`src/rtl/cuo_pkg.sv`:
```
// Shared state encoding, widths and helpers for the CuO crossbar request scheduler.
package cuo_pkg;

    typedef enum logic [1:0] {
        CUO_IDLE  = 2'd0,
        CUO_ISSUE = 2'd1,
        CUO_WAIT  = 2'd2,
        CUO_RESP  = 2'd3
    } cuo_state_e;

    localparam int CUO_RESULT_W        = 32;
    localparam int CUO_TIMEOUT_DEFAULT = 64;
    localparam int CUO_MAX_REQ         = 8;

    // Input is one-hot, so OR-ing the matching positions yields the index.
    function automatic logic [2:0] cuo_onehot_to_idx(input logic [CUO_MAX_REQ-1:0] oh);
        logic [2:0] idx;
        idx = 3'd0;
        for (int i = 0; i < CUO_MAX_REQ; i++) begin
            idx = idx | (oh[i] ? 3'(i) : 3'd0);
        end
        return idx;
    endfunction

endpackage

```
`src/rtl/cuo_rr_arbiter.sv`:
```
// Combinational round-robin pick: search starts one past the last winner.
module cuo_rr_arbiter #(
    parameter int N_REQ = 4
) (
    input  logic [N_REQ-1:0]         req_i,
    input  logic [$clog2(N_REQ)-1:0] ptr_i,
    output logic [N_REQ-1:0]         gnt_oh_o,
    output logic                     any_o
);

    localparam int IDX_W = $clog2(N_REQ);

    logic [N_REQ-1:0] gnt_s;
    logic             found_s;
    logic             hit_s;
    logic [IDX_W-1:0] pos_s;

    // Walk requesters in priority order ptr+1, ptr+2, ... and keep the first hit.
    always_comb begin
        gnt_s   = '0;
        found_s = 1'b0;
        hit_s   = 1'b0;
        pos_s   = '0;
        for (int k = 1; k <= N_REQ; k++) begin
            pos_s        = IDX_W'((int'(ptr_i) + k) % N_REQ);
            hit_s        = ~found_s & req_i[pos_s];
            gnt_s[pos_s] = gnt_s[pos_s] | hit_s;
            found_s      = found_s | hit_s;
        end
    end

    assign gnt_oh_o = gnt_s;
    assign any_o    = |req_i;

endmodule

```
`src/rtl/cuo_request_scheduler.sv`:
```
// Shares one CuO crossbar access controller among N_REQ requesters:
// round-robin grant, start pulse, edge-qualified completion with watchdog, response.
module cuo_request_scheduler
    import cuo_pkg::*;
#(
    parameter int N_REQ     = 4,
    parameter int PRECISION = 12,
    parameter int ROW_W     = 4,
    parameter int TIMEOUT   = CUO_TIMEOUT_DEFAULT
) (
    input  logic                      clk,
    input  logic                      rst_n,
    input  logic [N_REQ-1:0]          req,
    input  logic [N_REQ*PRECISION-1:0] req_data,
    input  logic [N_REQ*ROW_W-1:0]    req_row,
    output logic [N_REQ-1:0]          gnt,
    output logic [N_REQ-1:0]          rsp_valid,
    output logic                      rsp_err,
    output logic [CUO_RESULT_W-1:0]   rsp_result,
    output logic                      arr_start,
    output logic [PRECISION-1:0]      arr_data,
    output logic [ROW_W-1:0]          arr_row,
    input  logic                      arr_done,
    input  logic [CUO_RESULT_W-1:0]   arr_result,
    output logic                      busy
);

    localparam int IDX_W = $clog2(N_REQ);

    cuo_state_e              state_q;
    logic [IDX_W-1:0]        ptr_q;
    logic [IDX_W-1:0]        idx_q;
    logic [N_REQ-1:0]        gnt_q;
    logic [N_REQ-1:0]        rsp_valid_q;
    logic                    err_q;
    logic [CUO_RESULT_W-1:0] result_q;
    logic                    arr_start_q;
    logic [PRECISION-1:0]    arr_data_q;
    logic [ROW_W-1:0]        arr_row_q;
    logic                    busy_q;
    logic [7:0]              cnt_q;
    logic                    done_q;

    logic [N_REQ-1:0]        win_oh_s;
    logic                    any_s;
    logic [IDX_W-1:0]        win_idx_s;
    logic [N_REQ-1:0]        idx_oh_s;
    logic                    done_rise_s;

    cuo_rr_arbiter #(
        .N_REQ (N_REQ)
    ) u_arb (
        .req_i    (req),
        .ptr_i    (ptr_q),
        .gnt_oh_o (win_oh_s),
        .any_o    (any_s)
    );

    assign win_idx_s   = IDX_W'(cuo_onehot_to_idx(CUO_MAX_REQ'(win_oh_s)));
    assign idx_oh_s    = {{(N_REQ-1){1'b0}}, 1'b1} << idx_q;
    // A level left high from an earlier access must not count as completion.
    assign done_rise_s = arr_done & ~done_q;

    // Scheduler FSM with registered outputs, data latches and watchdog.
    always_ff @(posedge clk or negedge rst_n) begin
        if (!rst_n) begin
            state_q     <= CUO_IDLE;
            ptr_q       <= IDX_W'(N_REQ - 1);
            idx_q       <= '0;
            gnt_q       <= '0;
            rsp_valid_q <= '0;
            err_q       <= 1'b0;
            result_q    <= '0;
            arr_start_q <= 1'b0;
            arr_data_q  <= '0;
            arr_row_q   <= '0;
            busy_q      <= 1'b0;
            cnt_q       <= 8'd0;
            done_q      <= 1'b0;
        end else begin
            done_q      <= arr_done;
            gnt_q       <= '0;
            rsp_valid_q <= '0;
            arr_start_q <= 1'b0;
            case (state_q)
                CUO_IDLE: begin
                    if (any_s) begin
                        idx_q       <= win_idx_s;
                        ptr_q       <= win_idx_s;
                        arr_data_q  <= req_data[int'(win_idx_s)*PRECISION +: PRECISION];
                        arr_row_q   <= req_row[int'(win_idx_s)*ROW_W +: ROW_W];
                        gnt_q       <= win_oh_s;
                        arr_start_q <= 1'b1;
                        busy_q      <= 1'b1;
                        state_q     <= CUO_ISSUE;
                    end else begin
                        busy_q      <= 1'b0;
                    end
                end
                CUO_ISSUE: begin
                    cnt_q   <= 8'd0;
                    state_q <= CUO_WAIT;
                end
                CUO_WAIT: begin
                    // The completion edge takes precedence over a simultaneous timeout.
                    if (done_rise_s) begin
                        result_q    <= arr_result;
                        err_q       <= 1'b0;
                        rsp_valid_q <= idx_oh_s;
                        state_q     <= CUO_RESP;
                    end else if (cnt_q == 8'(TIMEOUT - 1)) begin
                        result_q    <= '0;
                        err_q       <= 1'b1;
                        rsp_valid_q <= idx_oh_s;
                        state_q     <= CUO_RESP;
                    end else begin
                        cnt_q       <= cnt_q + 8'd1;
                    end
                end
                CUO_RESP: begin
                    busy_q  <= 1'b0;
                    state_q <= CUO_IDLE;
                end
                default: begin
                    busy_q  <= 1'b0;
                    state_q <= CUO_IDLE;
                end
            endcase
        end
    end

    assign gnt        = gnt_q;
    assign rsp_valid  = rsp_valid_q;
    assign rsp_err    = err_q;
    assign rsp_result = result_q;
    assign arr_start  = arr_start_q;
    assign arr_data   = arr_data_q;
    assign arr_row    = arr_row_q;
    assign busy       = busy_q;

endmodule

```
`config.mk`:
```
export PLATFORM = sky130hd
export DESIGN_NAME = cuo_request_scheduler
export DESIGN_NICKNAME = d
export VERILOG_FILES = /design/src/rtl/cuo_pkg.sv /design/src/rtl/cuo_rr_arbiter.sv /design/src/rtl/cuo_request_scheduler.sv
export SDC_FILE = /design/constraint.sdc
export NUM_CORES = 1
export LEC_CHECK = 0
export BUFFER_PORTS_ARGS = -buffer_cell sky130_fd_sc_hd__buf_2
export CAP_MARGIN = 20
export CORE_ASPECT_RATIO = 2
export CORE_MARGIN = 2
export CORE_UTILIZATION = 52
export DETAILED_ROUTE_END_ITERATION = 6
export PLACE_DENSITY = 0.9
export SYNTH_ARGS = -nofsm -noshare
export SYNTH_HDL_FRONTEND = slang
export SYNTH_SLANG_ARGS = --single-unit
```
`constraint.sdc`:
```
create_clock -name clk -period 6.2 [get_ports clk]
set_input_delay 1.55 -clock clk [delete_from_list [all_inputs] [get_ports clk]]
set_output_delay 1.55 -clock clk [all_outputs]
set_load 0.01 [all_outputs]
```
==> summary.md <==
| Metric | Value |
|---|---|
| Status | `finished, final reports clean` |
| Setup Fix Bufs, Post-CTS | `0` |
| Clk buf depth | `2` |
| DRT iter0 DRCs | `275` |
| Switching part of the total | `41.78%` |
| Seq/Total Area, Yosys | `48.48%` |
| Critical Path RT | `6.36 ns` |
| Yosys reg bits | `74` |
| Ports | `162` |
| DR pass1 iterations | `4` |
| Mapped Area | `0.003825 mm²` |
| Chip Width | `64.65 µm` |
| Die height | `125.3 µm` |
| R2r setup slk | `1.46 ns` |
| Internal power | `1790 µW` |
| Reg2Reg Depth | `11` |
| HP Class | `reg -> reg` |
| Vias in the first global route | `3,629` |
| Critical Path, Cell by Cell | `inv_1 > ha_1 > nor2b_1 > a221oi_1 > o311ai_0 > o221a_2 > a22oi_2 > a32oi_2 > a221oi_4 > mux2i_1 > o221ai_1` |
| Slew HR | `22.24%` |
| Main synth FF type | `dfrtp_1` |
| Post-synth EDFFs | `0` |
| Routed vias | `3,454` |
| Lkg Pwr | `0.002535 µW` |
| R2r startpoint | `ptr_q[0]` |
| Clock Skews | `0.006738 ns` |
| CTS Hold Bufs | `0` |
| Starting density of the core | `53.04%` |
| Clock edge transition at the registers on the reported setup and hold paths | `0.06 ns` |
| WL/cell | `17.51 µm` |
| Buf+Inv Stages, Crit Path | `1` |
| Final core utilization | `69.10%` |
| Mean Syn Cell Area | `11.09 µm²` |
| Depth of the CTS H-tree | `3` |
| Layout cells sized above 1 | `38.84%` |
| First-pass GRT wire length | `17,370 µm` |
| Crit path from | `ptr_q[0]` |
| Final hold vios | `0` |
| RSZ-0062 raised after global routing | `false` |
| Non-Filler Instances | `594` |
| Port Buffers | `161` |
| Critical Path AT | `4.91 ns` |
| Total Wirelength | `10,400 µm` |
| Setup violations, final | `0` |
| Detailed Place HPWL | `7828 µm` |
| Post-synth top area cell | `dfrtp_1` |
| Multi-input gate area | `0.001826 mm²` |
| Pin count of the biggest net entering global routing | `75` |
| Syn_nets | `457` |
| All-layer global routing usage | `27.55%` |
| CTS Sinks | `74` |
| Antenna Nets Post-Route | `0` |
| Largest cells by area after synthesis | `dfrtp_1 (47%), mux2i_1 (8.9%), a22o_1 (7.3%), o221ai_1 (3.7%), nand2_1 (3.5%)` |
| CTS Buf Count | `9` |
| Drc violations | `0` |
| FF-to-FF End | `arr_data[11]` |
| DR vias/cell | `5.815` |
| Worst vdd ir | `0.0003049 V` |
| F_max | `0.2108 GHz` |
| CP endpoint kind | `flop` |
| Cells after DPL | `580` |
| MaxCap Viol Count | `0` |
| Fin Hold WS | `0.4804 ns` |
| Period utilization | `76.51%` |
| Core Rows | `44` |
| Max-slew violations | `0` |
| CTS tree | `built` |
| Fillers | `550` |
| Antenna Cells | `0` |
| Final Wtd Congestion | `0.9485` |
| Sequential cell area | `0.001854 mm²` |
| Min Tclk post-route | `4.744 ns` |
| Leading cell type in the layout, fill and taps excluded | `buf_2` |
| Warnings from Yosys | `0` |
| WS Path Type | `reg -> reg` |
| Cells after Synth | `345` |
| Setup TNS | `0 ns` |
| Final net count | `611` |
| Root Buffer | `clkbuf_16` |
| Initial antenna violation count | `0` |
| Library cells used by synthesis | `56` |
| Worst skew pair latency | `0.32 ns` |
| Syn-to-layout area delta | `30.29%` |
| P per Cell Area | `616.9 mW/mm²` |
| CP Depth | `11` |
| CP Capture Point | `arr_data[11]` |
| Synth top area share | `47.11%` |
| Crit-path max FO | `21` |
| Die area | `0.008099 mm²` |
| GRT Residual Overflow | `0` |
| Top Family by Delay on Critical Path | `compound AO/OA/AOI/OAI gates` |
| Worst setup SP type | `flop` |
| Max incr delay on CP | `1.00 ns` |
| Worst slew pin tran | `1.166 ns` |
| Register share of total power | `27.1%` |
| Switching power | `1284 µW` |
| Most frequent cells in the layout | `buf_2 (161), dfrtp_1 (72), nand2_1 (36)` |
| Post-CTS sizing | `0` |
| Finished Cell Area | `0.004984 mm²` |
| Post-DP Area | `0.004691 mm²` |
| Clock network power share | `16.6%` |
| Gate power share | `56.3%` |
| Core box area | `0.007212 mm²` |
| Post-synth ARST share | `100.0%` |
| Slowest CP cell | `a221oi_4` |
-- worst min path at each step --
| stage | end | from | depth (start not counted) | slack (ns) |
|---|---|---|---|---|
| floorplan | rsp_valid[2] | idx_q[0] | 1 | 0.46 |
| global placement | arr_row[1] | arr_row[1] | 2 | 0.47 |
| detailed placement | arr_data[4] | arr_data[4] | 2 | 0.47 |
| CTS | arr_data[10] | arr_data[10] | 2 | 0.49 |
| global route | arr_data[3] | arr_data[3] | 2 | 0.52 |
| finish | arr_row[1] | arr_row[1] | 2 | 0.48 |
-- tightest hold or removal path: stages, from the launching register on --
cell      delay (ns)
dfrtp_1         0.33
nand2_1         0.05
o221ai_1        0.06
-- power groups by stage --
stage	Clock (µW)	Sequential (µW)	Combinational [µW]
after detailed placement	0	830	1720
after CTS	518	833	1730
after floorplan	0	880	1220
after global routing	541	862	1880
after global placement	0	827	1650
final	510	834	1730
-- cells by family after synthesis --
family | after synthesis | share of synthesized area (%)
compound gates | 97 | 20.38
xor+xnor | 3 | 0.6871
fa+ha+maj | 9 | 2.944
buf+inv | 33 | 4.219
flops | 74 | 48.48
mux | 39 | 11.55
simple gates | 90 | 11.74
-- final cells by class --
cell class | count | area share [%]
inverters | 10 | 0.7532
flip-flops and latches | 74 | 37.21
multi-input cells | 238 | 36.63
well taps | 92 | 2.310
clock buffers | 11 | 5.072
clock inverters | 3 | 0.8034
repair buffers | 166 | 17.22
-- Yosys cell counts (2+ instances only) --
master	count
inv_1	9
nor2b_1	2
and3_1	3
a31oi_1	3
o31ai_1	4
mux4_2	3
nor3_1	5
a221oi_1	2
a22o_1	32
o21ai_0	10
xor2_1	2
dfstp_2	2
nand3_1	5
nor3b_1	4
a21oi_1	12
nand2_1	36
nand2b_1	3
nand4_1	2
nor2_1	16
ha_1	9
a211o_1	2
and2_1	3
and4b_1	2
clkbuf_1	14
buf_2	5
o32a_1	2
mux2i_1	34
o311ai_0	3
dfrtp_1	72
o221ai_1	16
buf_6	2
nand3b_1	2
-- metrics by stage --
step           worst slack, ns  total power, µW
5_1_grt                 0.9559             3281
3_3_place_gp             1.322             2480
4_1_cts                  1.483             3078
6_report                 1.456             3074
2_1_floorplan            1.925             2098
3_5_place_dp             1.217             2555
-- flip-flops by register name, summed over array words and instances, names as in the netlist --
signal / flops
rsp_result: 32
arr_data: 12
cnt_q: 8
arr_row: 4
gnt: 4
rsp_valid: 4
idx_q: 2
ptr_q: 2
state_q: 2
arr_start: 1
busy: 1
done_q: 1
rsp_err: 1
-- layer usage --
layer	up-vias	wire length, µm	global-route usage [%]
met2	129	5673	48.35
met4	0	352	12.64
met3	30	572	6.835
met5	-	0	0
li1	1610	-	-
met1	1685	3804	30.70
(Power assumes the default switching activity.)
